**src/rtl/carrier_sequencer.sv**
```systemverilog
// rtl/carrier_sequencer.sv - burst sequencer for the carrier modulator (preamble/data/guard), optional SEQ_PARITY_EN
module carrier_sequencer #(
    parameter int CLK_FREQ         = 100000000,
    parameter int SYMBOL_RATE      = 10000,
    parameter int PREAMBLE_SYMBOLS = 8,
    parameter int GUARD_SYMBOLS    = 2
) (
    input  logic       reset_trigger,
    input  logic       CLK,
    input  logic [7:0] in_data,
    input  logic       in_valid,
    output logic       in_ready,
    output logic       car_enable,
    output logic [1:0] car_select,
    output logic       symbol_strobe,
    output logic       busy
);

    localparam int P       = CLK_FREQ / SYMBOL_RATE;
    localparam int CNT_W   = $clog2(P);
    localparam int IDX_MAX = (PREAMBLE_SYMBOLS > GUARD_SYMBOLS)
                           ? ((PREAMBLE_SYMBOLS > 5) ? PREAMBLE_SYMBOLS : 5)
                           : ((GUARD_SYMBOLS > 5) ? GUARD_SYMBOLS : 5);
    localparam int IDX_W   = $clog2(IDX_MAX + 1);
`ifdef SEQ_PARITY_EN
    localparam int DATA_SYMS = 5;
`else
    localparam int DATA_SYMS = 4;
`endif

    localparam logic [CNT_W-1:0] CNT_LAST  = CNT_W'(P - 1);
    localparam logic [IDX_W-1:0] PRE_LAST  = IDX_W'(PREAMBLE_SYMBOLS - 1);
    localparam logic [IDX_W-1:0] GRD_LAST  = IDX_W'(GUARD_SYMBOLS - 1);
    localparam logic [IDX_W-1:0] DATA_LAST = IDX_W'(DATA_SYMS - 1);

    typedef enum logic [1:0] {IDLE, PREAMBLE, DATA, GUARD} state_t;

    state_t           state_q;
    logic [CNT_W-1:0] count_q;
    logic [IDX_W-1:0] idx_q;
    logic [7:0]       byte_q;
    logic             car_enable_q;
    logic [1:0]       car_select_q;

    logic             strobe;
    logic             accept;
    logic [IDX_W-1:0] idx_d;
    logic [1:0]       data_sel_d;

    // Dibit for data symbol i of a byte, MSB first; index 4 is the parity symbol when enabled.
    function automatic logic [1:0] data_symbol(input logic [7:0] b, input int i);
        logic [1:0] s;
        case (i)
            0:       s = b[7:6];
            1:       s = b[5:4];
            2:       s = b[3:2];
            3:       s = b[1:0];
`ifdef SEQ_PARITY_EN
            4:       s = {^b[7:4], ^b[3:0]};
`endif
            default: s = 2'b00;
        endcase
        return s;
    endfunction

    assign strobe     = (state_q != IDLE) && (count_q == CNT_LAST);
    // Back-to-back window: only the strobe cycle of the final data symbol of a byte.
    assign in_ready   = !reset_trigger &&
                        ((state_q == IDLE) ||
                         ((state_q == DATA) && (idx_q == DATA_LAST) && strobe));
    assign accept     = in_valid && in_ready;
    assign idx_d      = idx_q + 1'b1;
    assign data_sel_d = data_symbol(byte_q, int'(idx_d));

    // Sequencer FSM: symbol timer, symbol index, byte register and registered carrier controls.
    always_ff @(posedge CLK or posedge reset_trigger) begin
        if (reset_trigger) begin
            state_q      <= IDLE;
            count_q      <= '0;
            idx_q        <= '0;
            byte_q       <= '0;
            car_enable_q <= 1'b0;
            car_select_q <= 2'b00;
        end else if (state_q == IDLE) begin
            count_q <= '0;
            if (accept) begin
                byte_q       <= in_data;
                state_q      <= PREAMBLE;
                idx_q        <= '0;
                car_enable_q <= 1'b1;
                car_select_q <= 2'b00;
            end
        end else begin
            count_q <= strobe ? '0 : count_q + 1'b1;
            if (strobe) begin
                case (state_q)
                    PREAMBLE: begin
                        if (idx_q == PRE_LAST) begin
                            state_q      <= DATA;
                            idx_q        <= '0;
                            car_select_q <= byte_q[7:6];
                        end else begin
                            idx_q        <= idx_d;
                            car_select_q <= ~car_select_q;
                        end
                    end
                    DATA: begin
                        if (idx_q != DATA_LAST) begin
                            idx_q        <= idx_d;
                            car_select_q <= data_sel_d;
                        end else if (accept) begin
                            byte_q       <= in_data;
                            idx_q        <= '0;
                            car_select_q <= in_data[7:6];
                        end else begin
                            state_q      <= GUARD;
                            idx_q        <= '0;
                            car_enable_q <= 1'b0;
                            car_select_q <= 2'b00;
                        end
                    end
                    GUARD: begin
                        if (idx_q == GRD_LAST) begin
                            state_q <= IDLE;
                            idx_q   <= '0;
                        end else begin
                            idx_q <= idx_d;
                        end
                    end
                    default: state_q <= IDLE;
                endcase
            end
        end
    end

    assign car_enable    = car_enable_q;
    assign car_select    = car_select_q;
    assign symbol_strobe = strobe;
    assign busy          = (state_q != IDLE);

endmodule

```
**config.mk**
```make
export PLATFORM = sky130hd
export DESIGN_NAME = carrier_sequencer
export DESIGN_NICKNAME = d
export VERILOG_FILES = /design/src/rtl/carrier_sequencer.sv
export SDC_FILE = /design/constraint.sdc
export NUM_CORES = 1
export LEC_CHECK = 0
export ABC_AREA = 1
export BUFFER_PORTS_ARGS = -buffer_cell sky130_fd_sc_hd__buf_2
export CAP_MARGIN = 20
export CORE_ASPECT_RATIO = 0.6
export CORE_MARGIN = 3
export CORE_UTILIZATION = 50
export DETAILED_ROUTE_END_ITERATION = 12
export PLACE_DENSITY = 0.72
export SLEW_MARGIN = 10
export SYNTH_ARGS = -nofsm -noshare
export SYNTH_HDL_FRONTEND = slang
export SYNTH_SLANG_ARGS = --single-unit
```
**constraint.sdc**
```tcl
create_clock -name CLK -period 1.76 [get_ports CLK]
set_input_delay 0.352 -clock CLK [delete_from_list [all_inputs] [get_ports CLK]]
set_output_delay 0.352 -clock CLK [all_outputs]
set_load 0.03 [all_outputs]
```
==> out/qor.csv, run 1 <==
stage;metric;value;unit
timing;rsz0062_at_grt;true;
final_layout;multi_input_area;0.00106;mm^2
global_routing;met3_usage;6.07;%
floorplanning;initial_utilization;54.3;%
timing;timing.final.crit_share;109;%
cts;cts_buffers;5;
cts;clock_latency;0.29;ns
cts;tritoncts;done;
final_layout;final_cell_mix;nand2_1 (55), dfrtp_1 (30), buf_4 (22);
yosys;ys_top_cells_by_area;dfrtp_1 (42%), nand2_1 (12%), ha_1 (6.8%);
power_and_ir_drop;p_leak;1.17;nW
final_layout;area.growth.synth_to_final;31.7;%
drt;vias_per_cell;5.31;
global_routing;gr-total-overflow;0;
yosys;ys_types;30;
drt;vias;1731;
critical_path;critPathKind;reg2out;
outcome;violations;setup timing;
run;drv_cap;0;
floorplanning;die_h;53.0;um
timing;fmax;521;MHz
placement;dp_hpwl;3330;um
cts;clockBufferDepth;2;
timing;fin_crit;1.92;ns
critical_path;start_kind;flip-flop;
final_layout;final_common_cell;nand2_1;
floorplanning;core;0.00338;mm^2
global_routing;grt_usage;23.1;%
cts;root_buffer;clkbuf_8;
cts;htreeDepth;2;
global_routing;antenna_found_initial;0;
placement;pre_cts_slack;-0.0132;ns
final_layout;fillCellCount;266;
floorplanning;row_count;16;
timing;setup_violations;2;
drt;drt-pass1-iter-count;6;
timing;worst_slack;-0.159;ns
global_routing;grt_max_degree;32;
timing;finalMaxSlewViolations;0;
timing;worst_pin_slew;0.469;ns
yosys;yosysSeqAreaShare;42.2;%
yosys;syn_nets;256;
global_routing;use_met1;33.7;%
critical_path;critical_path.max_fanout;4;
critical_path;reg2regPathDepth;11;
timing;max_slew_margin;68.6;%
drt;drt_iter0_drc;145;
final_layout;drive_above_1_share;33.1;%
critical_path;setup.worst_path.end_class;output port;
yosys;syn_area;0.00184;mm^2
final_layout;nets;301;
floorplanning;die_area;0.00446;mm^2
drt;postRouteWirelength;4790;um
timing;hold_viol_final;0;
power_and_ir_drop;p_total;3.83;mW
timing;skew;0.00206;ns
yosys;ys_ff_latch;31;
global_routing;grt_busiest_layer;met1;
global_routing;grt_util_met2;33.4;%
final_layout;antenna_cells;0;
drt;drtAntennaViolNets;0;
drt;drc_errors;0;
placement;io_buffer_count;16;
placement;place.gp.congestion;0.928;
placement;dpl.cell_count;311;
timing;setup_tns;-0.269;ns
critical_path;cp.arrival;1.57;ns
yosys;synth-warning-count;0;
power_and_ir_drop;power_density;1580;mW/mm^2
floorplanning;ios;17;
critical_path;cp.required;1.41;ns
outcome;outcome;finished, violations left;
floorplanning;die_w;84.3;um
yosys;avgSynthCellArea;7.82;um^2
yosys;synth_top_area_share;42.2;%
final_layout;register_area;777;um^2
power_and_ir_drop;ir_drop;0.000901;V
drt;wl_per_cell;14.7;um
cts;clk_pin_slew;0.07;ns
hold_path;hp-class;in2async;
final_layout;fin_cells;326;
global_routing;grt_pass1_vias;1610;
yosys;synth_cells;235;
cts;cts_sinks;31;
global_routing;grt_pass1_wl;7840;um
yosys;yosysTopAreaCell;dfrtp_1;
[logic make-up after synthesis]
| kind of cell | count (synthesis) | share of synthesized area [%] |
|---|---|---|
| buffers and inverters | 33 | 7.35 |
| AOI/OAI and AO/OA | 28 | 8.37 |
| xor gates and xnor gates | 3 | 1.43 |
| and+or+nand+nor | 130 | 33.8 |
| adders and majority gates | 10 | 6.81 |
| DFF | 31 | 42.2 |
[path summary, 6_finish.rpt]
path | start | end | slack, ns
worst max-delay path | count_q[0] | in_ready | -0.16
worst min-delay path | reset_trigger | byte_q[7] | 0.23
worst max register to register | idx_q[1] | idx_q[1] | 0.06
worst min register to register | car_enable | car_enable | 0.48
max in group asynchronous | reset_trigger | state_q[1] | 1.23
min in group CLK | in_data[1] | byte_q[1] | 0.28
[layout make-up]
cell class                 count  area share (%)
clock buffer                   5            2.84
clock inverter                 3           0.827
inverter                      29            5.07
multi-input combinational    171            43.7
sequential                    31            32.1
tap                           45            2.33
timing repair buffer          42            13.1
[synth_stat cells]
| cell | number |
|---|---|
| o31ai_1 | 1 |
| xnor2_1 | 2 |
| nor4_1 | 1 |
| nand3_1 | 17 |
| nand2_2 | 1 |
| nand2_4 | 2 |
| clkbuf_1 | 1 |
| buf_4 | 2 |
| inv_4 | 1 |
| nor2_1 | 21 |
| or2_2 | 1 |
| xor2_1 | 1 |
| dfrtp_1 | 31 |
| nor2_4 | 2 |
| inv_2 | 1 |
| buf_2 | 1 |
| nor3_4 | 1 |
| nand4_1 | 15 |
| o21ai_0 | 13 |
| o21bai_1 | 2 |
| a21oi_1 | 9 |
| nand3b_1 | 1 |
| o21ai_2 | 1 |
| ha_1 | 10 |
| inv_1 | 27 |
| nor2_2 | 3 |
| a31oi_1 | 2 |
| nand2_1 | 58 |
| nor3_2 | 1 |
| nor3_1 | 6 |
[power by group]
part / total (mW) / switching [mW] / internal (mW)
Combinational: 2.13 / 1.26 / 0.869
Sequential: 1.13 / 0.204 / 0.923
Clock: 0.577 / 0.302 / 0.275
[timing repair]
item	in CTS	in global routing
setup endpoints to repair	6	15
setup buffers	4	3
gates resized for setup	20	25
pin swaps	2	3
hold buffers	0	0
[sequential cells by signal (all words and copies together) (netlist names)]
name and flops:
state_q 2, byte_q 8, idx_q 4, car_select 2, car_enable 1, count_q 14
[layer usage]
layer  up-vias  wire length (um)
met5         -                 0
met4         0                47
met3         8               323
met2        63              1950
met1       794              2470
li1        866                 -
[per-stage QoR]
step | hold slack (ns) | cell area [um^2] | util, %
floorplan | 0.278 | 1870 | -
global placement | 0.451 | 2110 | 62.5
detailed placement | 0.456 | 2110 | 62.5
CTS | 0.222 | 2300 | 68.1
global route | 0.268 | 2420 | 71.5
finish | 0.228 | 2420 | 71.5
[critical path, stage by stage, from the launching register on]
cell and delay, ns:
dfrtp_1 0.37, ha_2 0.20, nand3_2 0.09, nor2_2 0.10, nand2_2 0.08, nand2_4 0.09
inv_4 0.05, nor3_4 0.14, buf_6 0.16
(Power assumes the default switching activity.)
==> run 2, diff against run 1 <==
CORE_UTILIZATION = 46   (was 50)
PLACE_DENSITY = 0.67   (was 0.72)
==> run 2 against run 1 <==
The run still ends with setup timing left. Critical path type unchanged. Final area is 0.36% higher. Largest power group unchanged. First-iteration DRC count up 0.69%. Sequential share of layout area is 0.17 points lower. Total power grew 2.2%. Sequential power about the same. Combinational power decreased by 2%. Global-route usage decreased by 2.6 points. Utilization shrank 6.7 points. Fmax grew 0.26%. Routed wire length shrank 1.6%.
==> out/qor.csv, run 2 (synthesis gave the netlist of run 1 again) <==
stage;metric;value;unit;change
outcome;outcome;finished, violations left;;
outcome;violations;setup timing;;
placement;dpl.cell_count;315;;+1.3%
global_routing;gr-total-overflow;0;;unchanged
cts;htreeDepth;2;;unchanged
critical_path;cp.arrival;1.56;ns;about the same
final_layout;antenna_cells;0;;unchanged
final_layout;max_flop_register;count_q;;
global_routing;grt_pass1_wl;7290;um;-7.0%
final_layout;drive_above_1_share;33.2;%;+0.12 points
floorplanning;initial_utilization;49.1;%;-5.2 points
cts;tritoncts;done;;
final_layout;register_area;776;um^2;-0.16%
power_and_ir_drop;p_int;2.23;mW;+7.9%
power_and_ir_drop;p_clk_share;18.9;%;+3.8 points
global_routing;grt_max_degree;32;;unchanged
run;drv_cap;0;;unchanged
timing;worst_slack;-0.154;ns;+0.00492 ns
floorplanning;die_h;55.0;um;+3.8%
timing;worst_pin_slew;0.425;ns;-0.0435 ns
final_layout;final_cell_mix;nand2_1 (54), dfrtp_1 (31), buf_4 (30);;
drt;vias;1695;;-2.1%
floorplanning;ios;17;;unchanged
power_and_ir_drop;p_sw;1.68;mW;-4.6%
drt;drt_iter0_drc;146;;+0.69%
global_routing;grt_pass1_vias;1476;;-8.3%
critical_path;rrSetupSlack;0.06;ns;about the same
timing;max_slew_margin;71.5;%;+2.9 points
final_layout;area.growth.synth_to_final;32.1;%;
placement;dp_hpwl;3390;um;+2.0%
critical_path;critPathLaunch;count_q[0];;
final_layout;fillCellCount;303;;+14%
floorplanning;die_area;0.00482;mm^2;+7.9%
power_and_ir_drop;power_density;1610;mW/mm^2;+1.8%
critical_path;crit_path_end;in_ready;;
critical_path;worst_r2r_endpoint;state_q[0];;
power_and_ir_drop;p_leak;1.21;nW;+3.5%
critical_path;start_kind;flip-flop;;
placement;place.gp.congestion;0.814;;-12%
drt;postRouteWirelength;4720;um;-1.6%
drt;drt-pass1-iter-count;4;;-2
drt;drtAntennaViolNets;0;;unchanged
critical_path;reg2reg_from;idx_q[1];;
cts;root_buffer;clkbuf_8;;
timing;timing.final.crit_share;109;%;-0.28 points
power_and_ir_drop;ir_drop;0.000817;V;-9.4%
floorplanning;die_w;87.6;um;+4.0%
final_layout;final_common_cell;nand2_1;;
timing;rsz0062_at_grt;true;;
global_routing;antenna_found_initial;0;;unchanged
final_layout;biggestRegsByFlops;count_q: 14 flops, byte_q: 8 flops, idx_q: 4 flops;;
final_layout;multi_input_area;0.00102;mm^2;-3.2%
timing;skew;0.00284;ns;+0.000776 ns
timing;finalMaxSlewViolations;0;;unchanged
cts;clk_pin_slew;0.07;ns;about the same
timing;hold_viol_final;0;;unchanged
cts;cts_sinks;31;;unchanged
hold_path;hp-class;in2async;;
drt;vias_per_cell;5.09;;-4.1%
critical_path;critPathKind;reg2out;;
placement;io_buffer_count;16;;unchanged
cts;clock_latency;0.28;ns;about the same
floorplanning;row_count;17;;+1
critical_path;cp.required;1.41;ns;about the same
critical_path;reg2regPathDepth;12;;+1
timing;fin_crit;1.91;ns;-0.00492 ns
critical_path;setup.worst_path.end_class;output port;;
final_layout;nets;306;;+1.7%
drt;drc_errors;0;;unchanged
critical_path;critical_path.max_fanout;4;;unchanged
floorplanning;core;0.00374;mm^2;+11%
final_layout;largest_register_ffs;14;;unchanged
timing;fmax;523;MHz;+0.26%
final_layout;fin_cells;333;;+2.1%
timing;hold_slack;0.243;ns;+0.0153 ns
power_and_ir_drop;switching_share;43.0;%;-3.0 points
timing;setup_violations;2;;unchanged
power_and_ir_drop;pwr-share-comb;53.1;%;-2.4 points
power_and_ir_drop;p_seq_share;28.1;%;-1.3 points
cts;cts_buffers;5;;unchanged
cts;clockBufferDepth;2;;unchanged
global_routing;grt_usage;20.5;%;-2.6 points
drt;wl_per_cell;14.2;um;-3.7%
## run 2: power by group through the flow
stage	Combinational, mW	Sequential [mW]	Clock, mW
global route	2.27	1.12	0.784
detailed placement	1.70	1.11	0
finish	2.08	1.10	0.738
global placement	1.68	1.11	0
floorplan	1.14	1.11	0
CTS	1.80	1.09	0.737
## run 2: worst min path at each step
stage	start	end	cells after the start
6_report	reset_trigger	car_select[1]	3
2_1_floorplan	reset_trigger	byte_q[0]	1
3_3_place_gp	count_q[0]	count_q[0]	1
5_1_grt	reset_trigger	state_q[1]	3
3_5_place_dp	count_q[0]	count_q[0]	1
4_1_cts	reset_trigger	count_q[13]	3
## run 2: metal layers
metal	GRT usage, %	up-vias	wire length [um]
met5	0	-	0
met4	4.59	0	0
met3	5.92	0	196
met2	23.8	35	1860
met1	34.6	791	2660
li1	-	869	-
## run 2: worst max-delay path, stage by stage (launching register included)
cell and delay, ns:
dfrtp_1 0.36, ha_2 0.19, nand3_2 0.09, nor2_2 0.12, nand2_2 0.09, nand2_4 0.09
inv_4 0.05, nor3_4 0.14, buf_6 0.16
## run 2: layout make-up
class	instances	share of cell area, %
flip-flops and latches	31	31.9
multi-input cells	171	42.1
clock inverters	2	1.44
repair buffers	47	13.8
clock buffers	6	3.40
well taps	47	2.42
inverters	29	4.84
## run 2: per-stage QoR
stage               total power [mW]  TNS [ns]  setup slack [ns]  utilization [%]  cell area (um^2)
floorplan                       2.25  -0.00441          -0.00441                -              1870
global placement                2.78   -0.0122           -0.0122             57.0              2130
detailed placement              2.81         0            0.0156             57.0              2130
CTS                             3.63    -0.213            -0.136             61.6              2310
global route                    4.18    -0.580            -0.260             64.9              2430
finish                          3.91    -0.251            -0.154             64.9              2430
## run 2: timing repair
action,CTS,global route
endpoints found under the setup margin,3,20
setup buffers,5,6
resized for setup,10,26
hold buffers,0,0
pin swaps,1,5
==> run 3, diff against run 2 <==
CORE_UTILIZATION = 43   (was 46)
PLACE_DENSITY = default   (was 0.67)
==> run 3 against run 2 <==
The run still ends with setup timing left. Total power fell by 0.13%. Critical path type unchanged. Register-to-register slack barely moved. Flip-flop and latch count is the same. Fmax about the same.
==> out/qor.csv, run 3 (synthesis gave the netlist of run 1 again) <==
stage;metric;value;unit;change
timing;max_slew_margin;71.4;%;-0.16 points
critical_path;critical_path.max_fanout;3;;-1
critical_path;start_kind;flip-flop;;
floorplanning;die_h;56.6;um;+3.0%
critical_path;rrSetupSlack;0.07;ns;about the same
final_layout;final_cell_mix;nand2_1 (57), dfrtp_1 (31), buf_4 (25);;
cts;clockBufferDepth;2;;unchanged
final_layout;nets;299;;-2.3%
timing;fmax;523;MHz;about the same
timing;timing.final.crit_share;109;%;about the same
global_routing;met3_usage;4.42;%;-1.5 points
critical_path;reg2regPathDepth;8;;-4
final_layout;largest_register_ffs;14;;unchanged
drt;postRouteWirelength;4600;um;-2.5%
cts;cts_hold_buf;0;;unchanged
timing;skew;0.0134;ns;+0.0105 ns
cts;root_buffer;clkbuf_8;;
final_layout;fillCellCount;357;;+18%
drt;drt-pass1-iter-count;4;;unchanged
global_routing;grt_max_degree;32;;unchanged
timing;rsz0062_at_grt;true;;
power_and_ir_drop;p_leak;1.17;nW;-3.2%
outcome;outcome;finished, violations left;;
drt;drc_errors;0;;unchanged
drt;drtAntennaViolNets;0;;unchanged
global_routing;grt_usage;18.9;%;-1.6 points
final_layout;fin_cells;336;;+0.90%
floorplanning;core;0.00389;mm^2;+4.0%
timing;setup_violations;2;;unchanged
power_and_ir_drop;power_density;1630;mW/mm^2;+1.3%
global_routing;grt_busiest_layer;met1;;
global_routing;use_met1;31.7;%;-2.9 points
final_layout;utilization;61.5;%;-3.4 points
cts;cts_buffers;5;;unchanged
timing;hold_viol_final;0;;unchanged
final_layout;area.growth.synth_to_final;30.2;%;
power_and_ir_drop;p_clk_share;21.8;%;+2.9 points
power_and_ir_drop;p_seq_share;28.2;%;about the same
global_routing;gr-total-overflow;0;;unchanged
power_and_ir_drop;ir_drop;0.000695;V;-15%
hold_path;hp-class;in2async;;
final_layout;final_common_cell;nand2_1;;
cts;clock_latency;0.29;ns;about the same
timing;finalMaxSlewViolations;0;;unchanged
global_routing;antenna_found_initial;0;;unchanged
final_layout;biggestRegsByFlops;count_q: 14 flops, byte_q: 8 flops, idx_q: 4 flops;;
power_and_ir_drop;p_int;2.27;mW;+1.6%
outcome;violations;setup timing;;
global_routing;grt_pass1_wl;7550;um;+3.5%
floorplanning;ios;17;;unchanged
critical_path;critPathKind;reg2out;;
placement;dp_hpwl;3370;um;-0.59%
power_and_ir_drop;switching_share;42.0;%;-0.98 points
run;drv_cap;0;;unchanged
cts;clk_pin_slew;0.08;ns;about the same
floorplanning;die_w;90.4;um;+3.2%
cts;htreeDepth;2;;unchanged
placement;place.gp.congestion;0.804;;-1.2%
drt;wl_per_cell;13.7;um;-3.4%
timing;worst_slack;-0.152;ns;+0.00157 ns
floorplanning;initial_utilization;47.2;%;-1.9 points
placement;dpl.cell_count;324;;+2.9%
cts;tritoncts;done;;
global_routing;grt_util_met2;23.0;%;-0.71 points
critical_path;worst_r2r_endpoint;state_q[0];;
critical_path;reg2reg_from;state_q[1];;
timing;setup_tns;-0.163;ns;+0.0882 ns
placement;io_buffer_count;16;;unchanged
timing;fin_crit;1.91;ns;-0.00157 ns
power_and_ir_drop;p_sw;1.64;mW;-2.4%
power_and_ir_drop;pwr-share-comb;50.0;%;-3.1 points
power_and_ir_drop;p_total;3.91;mW;-0.13%
cts;cts_sinks;31;;unchanged
floorplanning;row_count;17;;unchanged
critical_path;setup.worst_path.end_class;output port;;
global_routing;grt_pass1_vias;1507;;+2.1%
final_layout;max_flop_register;count_q;;
drt;vias;1638;;-3.4%
critical_path;cp.arrival;1.56;ns;about the same
final_layout;drive_above_1_share;28.3;%;-4.9 points
timing;worst_pin_slew;0.427;ns;+0.00233 ns
drt;vias_per_cell;4.88;;-4.2%
critical_path;cp.required;1.41;ns;about the same
final_layout;antenna_cells;0;;unchanged
floorplanning;die_area;0.00512;mm^2;+6.3%
drt;drt_iter0_drc;83;;-43%
run 3: layout make-up:
type	count	area [um^2]	area share [%]
clock buffer	6	72.6	3.03
clock inverter	2	60.1	2.51
inverter	29	123	5.12
multi-input combinational	171	1020	42.4
sequential	31	776	32.4
tap	57	71.3	2.98
timing repair buffer	40	275	11.5
run 3: critical path, cell delays in order, from the launching register on:
cell     delay, ns
dfrtp_1       0.43
inv_2         0.08
ha_2          0.22
buf_4         0.14
nor2_2        0.05
nor3_4        0.20
buf_6         0.16
run 3: power groups by stage:
stage | clock network (mW) | logic, mW | registers (mW)
6_report | 0.851 | 1.95 | 1.10
5_1_grt | 0.888 | 2.17 | 1.13
4_1_cts | 0.856 | 1.79 | 1.09
3_5_place_dp | 0 | 1.66 | 1.11
3_3_place_gp | 0 | 1.67 | 1.11
2_1_floorplan | 0 | 1.14 | 1.11
run 3: stage by stage:
stage	hold slack, ns	setup WS [ns]	area (um^2)
after detailed placement	0.465	0.0133	2140
after global routing	0.270	-0.237	2390
final	0.229	-0.152	2390
after floorplan	0.278	-0.00441	1870
after global placement	0.455	0.0471	2140
after CTS	0.236	-0.163	2330
run 3: how the worst max path moves through the flow:
stage | start | endpoint | cells after the start
2_1_floorplan | state_q[0] | byte_q[6] | 10
3_3_place_gp | idx_q[1] | idx_q[1] | 10
3_5_place_dp | idx_q[1] | car_select[0] | 6
4_1_cts | count_q[0] | in_ready | 8
5_1_grt | count_q[0] | in_ready | 8
6_report | state_q[1] | in_ready | 6
run 3: timing repair:
action	CTS	global route
endpoints found under the setup margin	5	10
pin swaps	1	1
setup buffers	3	1
resized for setup	12	17
run 3: per-layer routing:
layer | share of wire [%] | wire length, um
met5 | 0 | 0
met4 | 0.54 | 25
met3 | 5.8 | 265
met2 | 37 | 1690
met1 | 57 | 2620
